<file path="src/rtl/fpga_clk_rst_seq.sv">
// Reset sequencer and multi-channel clock-enable generator for the FPGA top level.
// Holds the GPU core in reset until MMCM lock is stable, then emits programmable-rate strobes.
module fpga_clk_rst_seq #(
  parameter int unsigned NUM_CH   = 2,
  parameter int unsigned DIV_W    = 8,
  parameter int unsigned RST_HOLD = 16
) (
  input  logic                    clk,
  input  logic                    reset,
  input  logic                    locked,
  input  logic [NUM_CH*DIV_W-1:0] div_i,
  input  logic [NUM_CH-1:0]       en_i,
  output logic                    core_rst_n,
  output logic [NUM_CH-1:0]       ce_o,
  output logic [1:0]              state_o,
  output logic                    lock_lost
);

  typedef enum logic [1:0] {
    StReset    = 2'd0,
    StWaitLock = 2'd1,
    StHold     = 2'd2,
    StRun      = 2'd3
  } state_e;

  localparam int unsigned HoldW = $clog2(RST_HOLD + 1);
  localparam logic [HoldW-1:0] HoldLast = HoldW'(RST_HOLD - 1);

  state_e           state_q;
  logic [HoldW-1:0] hold_cnt_q;
  logic             lock_meta_q;
  logic             locked_s_q;
  logic             core_rst_n_q;
  logic             lock_lost_q;
  logic             ch_run;

  always_ff @(posedge clk) begin
    if (reset) begin
      state_q      <= StReset;
      hold_cnt_q   <= '0;
      lock_meta_q  <= 1'b0;
      locked_s_q   <= 1'b0;
      core_rst_n_q <= 1'b0;
      lock_lost_q  <= 1'b0;
    end else begin
      lock_meta_q  <= locked;
      locked_s_q   <= lock_meta_q;
      // core_rst_n tracks the next state so it is high exactly while state is RUN
      core_rst_n_q <= 1'b0;
      unique case (state_q)
        StReset: state_q <= StWaitLock;
        StWaitLock: begin
          if (locked_s_q) begin
            state_q    <= StHold;
            hold_cnt_q <= '0;
          end
        end
        StHold: begin
          if (!locked_s_q) begin
            state_q     <= StWaitLock;
            lock_lost_q <= 1'b1;
          end else if (hold_cnt_q == HoldLast) begin
            state_q      <= StRun;
            core_rst_n_q <= 1'b1;
          end else begin
            hold_cnt_q <= hold_cnt_q + HoldW'(1);
          end
        end
        StRun: begin
          if (!locked_s_q) begin
            state_q     <= StWaitLock;
            lock_lost_q <= 1'b1;
          end else begin
            core_rst_n_q <= 1'b1;
          end
        end
        default: state_q <= StReset;
      endcase
    end
  end

  // Channels run only in cycles where the FSM stays in RUN, so lock loss stops strobes at once
  assign ch_run = (state_q == StRun) && locked_s_q;

  for (genvar c = 0; c < NUM_CH; c++) begin : g_ch
    logic [DIV_W-1:0] cnt_q;
    logic [DIV_W-1:0] div_act_q;
    logic             ce_q;
    logic             wrap;

    assign wrap = (cnt_q == div_act_q);

    always_ff @(posedge clk) begin
      if (reset) begin
        cnt_q     <= '0;
        div_act_q <= '0;
        ce_q      <= 1'b0;
      end else if (!ch_run || !en_i[c]) begin
        cnt_q     <= '0;
        div_act_q <= div_i[c*DIV_W +: DIV_W];
        ce_q      <= 1'b0;
      end else begin
        ce_q <= wrap;
        if (wrap) begin
          cnt_q     <= '0;
          div_act_q <= div_i[c*DIV_W +: DIV_W];
        end else begin
          cnt_q <= cnt_q + DIV_W'(1);
        end
      end
    end

    assign ce_o[c] = ce_q;
  end

  assign state_o    = state_q;
  assign core_rst_n = core_rst_n_q;
  assign lock_lost  = lock_lost_q;

endmodule

</file>
<file path="config.mk">
export PLATFORM = sky130hd
export DESIGN_NAME = fpga_clk_rst_seq
export DESIGN_NICKNAME = d
export VERILOG_FILES = /design/src/rtl/fpga_clk_rst_seq.sv
export SDC_FILE = /design/constraint.sdc
export NUM_CORES = 1
export LEC_CHECK = 0
export ABC_AREA = 1
export BUFFER_PORTS_ARGS = -buffer_cell sky130_fd_sc_hd__buf_4
export CAP_MARGIN = 25
export CORE_ASPECT_RATIO = 1.25
export CORE_MARGIN = 4
export CORE_UTILIZATION = 37
export CTS_CLUSTER_DIAMETER = 100
export CTS_CLUSTER_SIZE = 16
export DETAILED_ROUTE_END_ITERATION = 16
export PLACE_DENSITY = 0.58
export SLEW_MARGIN = 30
export SYNTH_ARGS = -nofsm -noshare
export SYNTH_HDL_FRONTEND = slang
export SYNTH_SLANG_ARGS = --single-unit
</file>
<file path="constraint.sdc">
create_clock -name clk -period 1.34 [get_ports clk]
set_input_delay 0.268 -clock clk [delete_from_list [all_inputs] [get_ports clk]]
set_output_delay 0.268 -clock clk [all_outputs]
set_load 0.01 [all_outputs]
</file>
# Word-level counts from Yosys, hierarchy flattened
# Index checks and enable logic that the tools add are counted.
[word_totals]
elab_cells = 62
regBits = 45
[classes]
n_mux = 17
bitwise_logic = 1
eq_ne = 11
reduce_logical = 18
add_sub_neg = 3
[ops]
columns = ["operator", "n"]
rows = [
  ["$mux 8", 4],
  ["$add 8x1->8 const B", 2],
  ["$eq 8x8->1", 2],
  ["$mux 5", 3],
  ["$pmux 5 s2", 1],
  ["$mux 2", 4],
  ["$ne 2x2->1 const B", 4],
  ["$pmux 2 s4", 1],
  ["$reduce_bool 2->1", 3],
  ["$reduce_or 2->1", 3],
  ["$reduce_or 3->1", 2],
  ["$add 5x1->5 const B", 1],
  ["$eq 5x4->1 const B", 1],
  ["$eq 2x2->1 const B", 2],
  ["$reduce_and 4->1", 1],
  ["$logic_not 1->1", 3],
  ["$mux 1", 3],
  ["$ne 3x3->1 const B", 1],
  ["$reduce_and 3->1", 1],
  ["$eq 2x1->1 const B", 1],
  ["$logic_not 2->1", 1],
  ["$logic_or 1x1->1", 2],
  ["$pmux 1 s2", 1],
  ["$reduce_and 2->1", 1],
  ["other kinds (2)", 2],
]

# Logic depth before layout (Yosys ltp)
# Gate-level depths: netlist (run 1).
[depth]
depth_word = 5
ltp_mapped = 11
ltp_nobuf = 10

# Least setup slack after synthesis (run 1)
# No wires, ideal clock.
[synth_path]
kind = "register to register"
from = "register hold_cnt_q[0]"
to = "register hold_cnt_q[4]"
arrival_time_ps = 1346
setup_time_ps = 118
synth_period_minus_slack_ps = 1463
slack_ps = -123
path_stages_with_launch = 11
required_time_ps = 1222
path_cell_list = "dfxtp_1 > ha_1 > inv_1 > nor3_1 > ha_1 > nor2_1 > inv_1 > nand2_1 > o21ai_0 > o21ai_0 > nor2_1"
[synth_via]
elab_chain_cells = 4
elab_cells_between_ends = 7
cone_classes = "add/sub (1); eq/ne (2); mux (3); reduce/logical (1)"
[synth_rtl]
columns = ["item", "line", "rtl"]
rows = [
  ["start: declaration", "30", "logic [HoldW-1:0] hold_cnt_q;"],
  ["start signal: assignment", "66", "hold_cnt_q <= hold_cnt_q + HoldW'(1);"],
  ["$add 5x1->5", "66", ""],
  ["$mux 5", "62", "end else if (hold_cnt_q == HoldLast) begin"],
  ["$mux 5", "59", "if (!locked_s_q) begin"],
  ["$pmux 5 s2", "50", "unique case (state_q)"],
]
# Several ways; a longest one is shown, not always the timed one. The select of a mux whose other input is x is not followed.
# A chain may end at the register's enable or synchronous reset.

# Worst setup path in the final report (run 1)
[layout_path]
from = "register hold_cnt_q[0]"
to = "register hold_cnt_q[3]"
# Same word-level chain as after synthesis.

==> qor.yml, run 1 <==
clkSinkCount: 45
ant_nets: 0
port_buffers: 26
fillers: 596
dp_slack_ns: -0.142
rsz0062_at_grt: "yes"
gp_congestion: 0.840
finalNetCount: 410
vias: 2016
cp_max_fo: 8
clk_pin_slew_ns: 0.08
gr-total-overflow: 0
syn_area_sq_um: 2260
worst_slack_ns: -0.128
dr.pass1.iters: 4
numCtsBuffers: 5
dieArea_sq_um: 7430
max_cap_viol_count: 0
ir_drop_mv: 0.493
fin_tns_setup_ns: -0.520
fmax_mhz: 681
period_needed_ns: 1.47
clkLatencyLatePin_ns: 0.29
worstPathRequired_ns: 1.55
ys_types: 23
slew_violations: 0
syn_inst: 329
area_growth_syn_to_layout_pct: 35.8
grt_pass1_vias: 1890
initial_core_util: 0.386
finalSetupViolations: 7
synth_area_per_cell_sq_um: 6.87
antenna_found_initial: 0
final_util: 0.524
track_usage: 0.136
total_leakage_power_nw: 1.45
drc: 0
async_flop_share: 0
violations: "setup timing"
htreeDepth: 2
hold_viol_final: 0
skew_ns: 0.00312
yosys_warnings: 0
hold_slack_ns: 0.178
ys_top_cells_by_area: "dfxtp_1 (40%), nand2_1 (16%), inv_1 (10%), nand3_1 (5.5%), nor2_1 (4.5%)"
drt_wl_total_mm: 4.85
drtIter0Drc: 50
place.detailed.hpwl_mm: 3.32
cts_tree: "done"
crit_arrival_ns: 1.68
ys_top_cells_by_count: "nand2_1 (98), inv_1 (63), dfxtp_1 (45), nor2_1 (27), nand3_1 (25)"
clockBufferDepth: 2
die-height_um: 95.4
drt-vias-per-instance: 4.34
maxSlewHeadroom: 0.855
synth_nets: 358
synth_seq_cells: 45
hold_buffers: 0
min_path_type: "in -> reg"
routedWlPerCell_um: 10.5
grt_pass1_wl_mm: 7.98
ys_seq_area_frac: 0.399
core_area_sq_um: 5860
synth-edff-count: 0
io_pins: 27
yosysTopAreaCell: "dfxtp_1"
rows: 31
status: "complete, but fails checks"
start_kind: "flop"
tightest_slew_ns: 0.215
antenna_cells: 0
yosysTopAreaCellShare: 0.399
drive_above_1_share: 0.351
synthFlopType: "dfxtp_1"
end_kind: "flop"
path_class: "reg -> reg"
totalPowerFinal_mw: 2.70
cts_root_buffer: "clkbuf_8"
grt_max_degree: 17
power_density_nw_per_um2: 882
post-route-period-util: 1.10
die_w_um: 77.9
synth.most_common_cell: "nand2_1"
sequential cells by signal (all words and copies together) (netlist names):
name / cells
core_rst_n: 1
g_ch.ce_q: 2
g_ch.cnt_q: 16
g_ch.div_act_q: 16
hold_cnt_q: 5
lock_lost: 1
lock_meta_q: 1
locked_s_q: 1
state_o: 2
cell type report:
cell class	count	area [sq um]	share of cell area
clock buffer	7	96.3	0.0314
clock inverter	1	5.00	0.00163
inverter	65	246	0.0803
multi-input combinational	213	1270	0.414
sequential	45	925	0.301
tap	82	103	0.0334
timing repair buffer	51	424	0.138
routing by layer:
layer  wire (um)  share of wire  GRT usage
met1        2020           0.42      0.149
met5           0              0          0
met4          76          0.016     0.0656
met3         165          0.034     0.0331
met2        2590           0.53      0.246
worst paths after layout:
kind / from / end / slack (ns) / depth (start not counted)
min: locked / lock_meta_q$_SDFF_PP0_ / 0.18 / 3
min reg2reg: lock_meta_q$_SDFF_PP0_ / locked_s_q$_SDFF_PP0_ / 0.40 / 2
max: hold_cnt_q[0]$_SDFFE_PP0P_ / hold_cnt_q[3]$_SDFFE_PP0P_ / -0.13 / 9
max reg2reg: hold_cnt_q[0]$_SDFFE_PP0P_ / hold_cnt_q[3]$_SDFFE_PP0P_ / -0.13 / 9
metrics by stage:
stage / instances / instance area (sq um)
finish: 464 / 3070
global route: 464 / 3070
CTS: 457 / 2820
detailed placement: 448 / 2680
global placement: 448 / 2680
floorplan: 329 / 2290
cells in the final DEF, fill, tap and decap left out, types with 5 or more instances in the layout:
cell type / count
inv_1: 57
nand2_2: 17
a21oi_1: 7
dfxtp_1: 30
xnor2_1: 8
nor2_1: 23
nand2_1: 82
xor2_1: 5
dfxtp_2: 13
buf_4: 47
nand2_4: 6
nor3_2: 7
clkbuf_8: 7
nand3_1: 21
inv_2: 7
critical path, stage by stage, from the launching register on:
cell	delay, ns
dfxtp_2	0.34
ha_4	0.16
inv_2	0.06
nor3_2	0.04
ha_2	0.20
nor2_4	0.14
inv_2	0.07
nand2_4	0.10
a21oi_2	0.06
nor3_1	0.21
timing repair:
action	4_1_cts	5_1_grt
pin swaps	4	14
endpoints found under the setup margin	30	41
gates cloned	0	4
gates resized for setup	12	58
buffers inserted	1	3
report_power, final:
group          total [mW]  leakage [nW]  switching (mW)  internal (mW)
combinational       0.362          1.02           0.185          0.177
clock               0.923        0.0542           0.456          0.467
sequential           1.42         0.376          0.0346           1.38
kinds of logic after synthesis:
family                   count (synthesis)  synth area share
buffers and inverters                   73             0.134
XOR/XNOR                                14            0.0543
flip-flops                              45             0.399
adder cells (fa/ha/maj)                  8            0.0443
AO/OA/AOI/OAI                           16            0.0371
AND/OR/NAND/NOR                        173             0.332
(Power assumes the default switching activity.)
==> inputs of run 2 (changes only) <==
- ABC_AREA: 1 -> unset
- PLACE_DENSITY: 0.58 -> 0.56
- clock period: 1.34 -> 1.5 ns (I/O delays scaled with it)
==> qor.yml, run 2 <==
status: "complete, but fails checks"  # unchanged
violations: "setup timing"  # unchanged
rsz0062_at_grt: "yes"  # unchanged
synth_seq_cells: 45  # unchanged
crit_arrival_ns: 1.69  # was 1.68 ns
final_util: 0.513  # was 0.524
synth.most_common_cell: "dfxtp_1"  # was nand2_1
ys_seq_area_frac: 0.417  # was 0.399
mostFrequentLayoutCell: "buf_4"  # was nand2_1
cts_tree: "done"  # unchanged
synth_area_per_cell_sq_um: 10.1  # was 6.87 sq um
area_growth_syn_to_layout_pct: 32.0  # was 35.8%
htreeDepth: 2  # unchanged
drt-vias-per-instance: 4.79  # was 4.34
post-route-period-util: 1.01  # was 1.10
dieArea_sq_um: 7130  # was 7430 sq um
p_clk_frac: 0.376  # was 0.341
grt_pass1_wl_mm: 7.11  # was 7.98 mm
async_flop_share: 0  # unchanged
max_cap_viol_count: 0  # unchanged
yosys_warnings: 0  # unchanged
finalNetCount: 293  # was 410
path_class: "reg -> reg"  # unchanged
top_regs: "g_ch.cnt_q: 16 flops, g_ch.div_act_q: 16 flops, hold_cnt_q: 5 flops"  # unchanged
hold_viol_final: 0  # unchanged
antenna_cells: 0  # unchanged
dp.cells: 319  # was 448
total_leakage_power_nw: 1.11  # was 1.45 nW
switchingPower_mw: 0.544  # was 0.676 mW
core_area_sq_um: 5560  # was 5860 sq um
sequentialPowerShare: 0.509  # was 0.525
drtIter0Drc: 76  # was 50
syn_inst: 214  # was 329
place.detailed.hpwl_mm: 2.96  # was 3.32 mm
io_pins: 27  # unchanged
initial_core_util: 0.389  # was 0.386
syn_area_sq_um: 2160  # was 2260 sq um
numCtsBuffers: 5  # unchanged
ys_top_cells_by_count: "dfxtp_1 (45), xnor2_1 (18), nand2b_1 (17), a2bb2oi_1 (13), nand3_1 (13)"  # was nand2_1 (98), inv_1 (63), dfxtp_1 (45), nor2_1 (27), nand3_1 (25)
gr-total-overflow: 0  # unchanged
hold_slack_ns: 0.223  # was 0.178 ns
clkSinkCount: 45  # unchanged
clkLatencyLatePin_ns: 0.30  # was 0.29 ns
fillers: 523  # was 596
drc: 0  # unchanged
ir_drop_mv: 0.469  # was 0.493 mV
track_usage: 0.125  # was 0.136
skew_ns: 0.00543  # was 0.00312 ns
worstPathRequired_ns: 1.68  # was 1.55 ns
drt_wl_total_mm: 4.11  # was 4.85 mm
worst_slack_ns: -0.0105  # was -0.128 ns
dp_slack_ns: 0.00928  # was -0.142 ns
hold_buffers: 0  # unchanged
synth-edff-count: 0  # unchanged
antenna_found_initial: 0  # unchanged
routedWlPerCell_um: 12.5  # was 10.5 um
ys_types: 36  # was 23
clockBufferDepth: 2  # unchanged
fmax_mhz: 662  # was 681 MHz
dr.pass1.iters: 3  # was 4
start_kind: "flop"  # unchanged
die-height_um: 93.4  # was 95.4 um
die_w_um: 76.3  # was 77.9 um
synthFlopType: "dfxtp_1"  # unchanged
slew_violations: 0  # unchanged
end_kind: "flop"  # unchanged
drive_above_1_share: 0.400  # was 0.351
period_needed_ns: 1.51  # was 1.47 ns
power_density_nw_per_um2: 869  # was 882 nW/um^2
port_buffers: 26  # unchanged
grt_max_degree: 27  # was 17
ant_nets: 0  # unchanged
vias: 1577  # was 2016
power_switching_share: 0.219  # was 0.250
min_path_type: "in -> reg"  # unchanged
maxSlewHeadroom: 0.747  # was 0.855
finalSetupViolations: 2  # was 7
grt_pass1_vias: 1570  # was 1890
totalPowerFinal_mw: 2.48  # was 2.70 mW
yosysTopAreaCell: "dfxtp_1"  # unchanged
internal_power_mw: 1.93  # was 2.03 mW
final_cells: 329  # was 464
final_cell_mix: "buf_4 (51), dfxtp_1 (41), nand2b_1 (16)"  # was nand2_1 (82), inv_1 (57), buf_4 (47)
cts_root_buffer: "clkbuf_8"  # unchanged
cp_max_fo: 4  # was 8
clk_pin_slew_ns: 0.08  # about the same
synth_nets: 243  # was 358
yosysTopAreaCellShare: 0.417  # was 0.399
gp_congestion: 0.774  # was 0.840
rows: 30  # was 31
tightest_slew_ns: 0.380  # was 0.215 ns
ys_top_cells_by_area: "dfxtp_1 (42%), xnor2_1 (7.3%), a2bb2oi_1 (5.3%), nand2b_1 (4.9%), ha_1 (4.6%)"  # was dfxtp_1 (40%), nand2_1 (16%), inv_1 (10%), nand3_1 (5.5%), nor2_1 (4.5%)
comb_power_share: 0.115  # was 0.134
==> run 2: changes by cell type after synthesis, moves of 6 or more <==
cell       before  now
xnor2_1         9   18
nor3_1          8    2
nor2_2          4   11
nand2b_1        0   17
nand2_1        98    5
xor2_1          5   11
a2bb2oi_1       0   13
nand3_1        25   13
nor2_1         27   11
inv_1          63    8
==> run 2: cell families after synthesis <==
logic type / synth area share
muxes: 0.00464
and+or+nand+nor: 0.207
buffers and inverters: 0.0434
DFF: 0.417
adders and majority gates: 0.0464
xor gates and xnor gates: 0.118
AOI/OAI and AO/OA: 0.164
==> run 2: critical path, stage by stage (launching register included) <==
cell and delay (ns):
dfxtp_2 0.34, ha_4 0.15, and3_4 0.18, ha_4 0.16
nand2b_4 0.14, a31oi_4 0.18, mux2i_1 0.20, nor2_1 0.05
==> run 2: per-layer routing <==
layer | global-route usage | up-vias | share of wire
met1 | 0.150 | 721 | 0.46
li1 | - | 827 | -
met4 | 0.0498 | 0 | 0.018
met5 | 0 | - | 0
met2 | 0.213 | 22 | 0.48
met3 | 0.0337 | 7 | 0.040
==> run 2: final timing paths <==
kind / startpoint / endpoint / slack (ns) / depth (start not counted)
max: hold_cnt_q[1]$_SDFFE_PP0P_ / state_o[1]$_SDFFE_PP0P_ / -0.01 / 7
min reg2reg: lock_meta_q$_SDFF_PP0_ / locked_s_q$_SDFF_PP0_ / 0.45 / 1
min: locked / lock_meta_q$_SDFF_PP0_ / 0.22 / 2
max reg2reg: hold_cnt_q[1]$_SDFFE_PP0P_ / state_o[1]$_SDFFE_PP0P_ / -0.01 / 7
==> run 2: cell type report <==
cell class	instances	area, sq um	area share
multi-input cells	151	1290	0.454
flip-flops and latches	45	906	0.318
clock inverters	1	30.0	0.0105
clock buffers	7	86.3	0.0303
repair buffers	53	423	0.148
well taps	64	80.1	0.0281
inverters	8	30.0	0.0105
==> run 2: metrics by stage <==
stage | cell area (sq um) | setup TNS, ns
after floorplan | 2220 | -0.210
after global placement | 2640 | 0
after detailed placement | 2640 | 0
after CTS | 2770 | -0.0142
after global routing | 2850 | -0.633
final | 2850 | -0.0107
==> run 2: power groups by stage <==
| stage | sequential, mW | clock, mW | combinational, mW |
|---|---|---|---|
| floorplan | 1.28 | 0 | 0.162 |
| global placement | 1.28 | 0 | 0.258 |
| detailed placement | 1.29 | 0 | 0.261 |
| CTS | 1.26 | 0.983 | 0.266 |
| global route | 1.27 | 1.02 | 0.316 |
| finish | 1.26 | 0.932 | 0.285 |
==> run 2: timing repair <==
item	4_1_cts	5_1_grt
pin swaps	0	11
setup buffers	0	2
gates resized for setup	3	13
setup endpoints to repair	5	24
==> inputs of run 3 (changes only) <==
--- a/constraint.sdc
+++ b/constraint.sdc
@@ -3,2 +3,2 @@
 set_output_delay 0.3 -clock clk [all_outputs]
-set_load 0.01 [all_outputs]
+set_load 0.1 [all_outputs]
==> qor.yml, run 3 (same netlist as run 2, synthesis figures left out) <==
status: "finished, final reports clean"  # was complete, but fails checks
final_cells: 327  # was 329
clkSinkCount: 45  # unchanged
dieArea_sq_um: 7130  # unchanged
timing.hold.worst_endpoint: "lock_meta_q$_SDFF_PP0_"  # unchanged
dr.pass1.iters: 2  # was 3
worst_slack_ns: 0.0127  # was -0.0105 ns
fmax_mhz: 672  # was 662 MHz
antenna_cells: 0  # unchanged
die_w_um: 76.3  # unchanged
worstPathRequired_ns: 1.73  # was 1.68 ns
clk_pin_slew_ns: 0.08  # about the same
rsz0062_at_grt: "yes"  # unchanged
skew_ns: 0.00655  # was 0.00543 ns
initial_core_util: 0.389  # unchanged
post-route-period-util: 0.992  # was 1.01
dpl_cell_area_sq_um: 2640  # about the same
track_usage: 0.127  # was 0.125
routedWlPerCell_um: 12.9  # was 12.5 um
path_buf_inv: 0  # unchanged
final_cell_mix: "buf_4 (48), dfxtp_1 (39), nand2b_1 (16)"  # was buf_4 (51), dfxtp_1 (41), nand2b_1 (16)
place.detailed.hpwl_mm: 3.00  # was 2.96 mm
finalNetCount: 291  # was 293
start_kind: "flop"  # unchanged
mostFrequentLayoutCell: "buf_4"  # unchanged
path_cells: "ha_4 > and3_4 > ha_4 > nand2b_4 > a31oi_4 > or2_2 > a21oi_2"  # was ha_4 > and3_4 > ha_4 > nand2b_4 > a31oi_4 > mux2i_1 > nor2_1
clkLatencyLatePin_ns: 0.30  # about the same
core_area_sq_um: 5560  # unchanged
path_class: "reg -> reg"  # unchanged
crit_arrival_ns: 1.72  # was 1.69 ns
maxSlewHeadroom: 0.758  # was 0.747
min_path_type: "in -> reg"  # unchanged
drt-vias-per-instance: 4.84  # was 4.79
htreeDepth: 2  # unchanged
gp_congestion: 0.708  # was 0.774
grt_max_degree: 27  # unchanged
grt_pass1_vias: 1613  # was 1570
slew_violations: 0  # unchanged
drtIter0Drc: 52  # was 76
reg2reg_to: "state_o[0]$_SDFFE_PP0P_"  # was state_o[1]$_SDFFE_PP0P_
max_cap_viol_count: 0  # unchanged
worstReg2RegStart: "hold_cnt_q[1]$_SDFFE_PP0P_"  # unchanged
startpoint: "hold_cnt_q[1]$_SDFFE_PP0P_"  # unchanged
vias: 1583  # was 1577
io_pins: 27  # unchanged
hold_slack_ns: 0.219  # was 0.223 ns
drive_above_1_share: 0.418  # was 0.400
r2r_cells: 7  # unchanged
totalPowerFinal_mw: 2.36  # was 2.48 mW
period_needed_ns: 1.49  # was 1.51 ns
slowest_stage: "dfxtp_2"  # unchanged
final_util: 0.516  # was 0.513
cts_root_buffer: "clkbuf_8"  # unchanged
tightest_slew_ns: 0.363  # was 0.380 ns
ir_drop_mv: 0.383  # was 0.469 mV
antenna_found_initial: 0  # unchanged
grt_pass1_wl_mm: 7.42  # was 7.11 mm
min_from: "locked"  # unchanged
dp.cells: 315  # was 319
drc: 0  # unchanged
rows: 30  # unchanged
r2r_slack_ns: 0.01  # was -0.01 ns
clockBufferDepth: 2  # unchanged
total_leakage_power_nw: 1.09  # was 1.11 nW
crit_family: "simple AND/OR/NAND/NOR gates"  # unchanged
critical_path.max_stage_delay_ns: 0.36  # was 0.34 ns
ant_nets: 0  # unchanged
design_area_sq_um: 2860  # was 2850 sq um
power_density_nw_per_um2: 825  # was 869 nW/um^2
numCtsBuffers: 5  # unchanged
cp_max_fo: 4  # unchanged
crit_top_cell: "ha_4"  # unchanged
fin_tns_setup_ns: 0  # was -0.0107 ns
end_kind: "flop"  # unchanged
port_buffers: 26  # unchanged
finalSetupViolations: 0  # was 2
hold_viol_final: 0  # unchanged
area_growth_syn_to_layout_pct: 32.6  # was 32.0%
hold_path_depth: 2  # unchanged
gr-total-overflow: 0  # unchanged
drt_wl_total_mm: 4.20  # was 4.11 mm
dp_slack_ns: 0.00165  # was 0.00928 ns
die-height_um: 93.4  # unchanged
top_regs: "g_ch.cnt_q: 16 flops, g_ch.div_act_q: 16 flops, hold_cnt_q: 5 flops"  # unchanged
cts_tree: "done"  # unchanged
## run 3: cell count changes in the layout (fill, tap and decap cells not counted), moves of 2 or more
| cell | change |
|---|---|
| buf_4 | -3 |
| dfxtp_1 | -2 |
| dfxtp_4 | +2 |
| ha_4 | +2 |
| nand4_2 | -2 |
| nand4_4 | +2 |
## run 3: final cells by class
class                      instances  area, sq um
clock buffer                       6         72.6
clock inverter                     2         13.8
fill                             513         2690
inverter                           8         30.0
multi-input combinational        151         1340
sequential                        45          913
tap                               64         80.1
timing repair buffer              51          412
## run 3: how the worst max path moves through the flow
stage / to / slack, ns / cells past startpoint
after floorplan: state_o[1]$_SDFFE_PP0P_ / -0.08 / 8
after global placement: state_o[1]$_SDFFE_PP0P_ / 0.02 / 7
after detailed placement: state_o[1]$_SDFFE_PP0P_ / 0.002 / 7
after CTS: state_o[0]$_SDFFE_PP0P_ / 0.009 / 7
after global routing: state_o[0]$_SDFFE_PP0P_ / -0.06 / 7
final: state_o[0]$_SDFFE_PP0P_ / 0.01 / 7
## run 3: metal layers
layer / vias up / wire length, um / global-route usage
met1: 724 / 1990 / 0.162
met5: - / 0 / 0
li1: 830 / - / -
met3: 4 / 166 / 0.0356
met2: 25 / 1990 / 0.209
met4: 0 / 57 / 0.0408
## run 3: what timing repair did
action,CTS,global route
endpoints found under the setup margin,2,21
gates cloned,0,0
hold buffers,0,0
resized for setup,0,19
pin swaps,2,10
buffers inserted,0,4
## run 3: where the power goes
| group | internal [mW] | switching [mW] | total [mW] |
|---|---|---|---|
| clock network | 0.330 | 0.423 | 0.753 |
| logic | 0.160 | 0.183 | 0.344 |
| registers | 1.23 | 0.0373 | 1.27 |
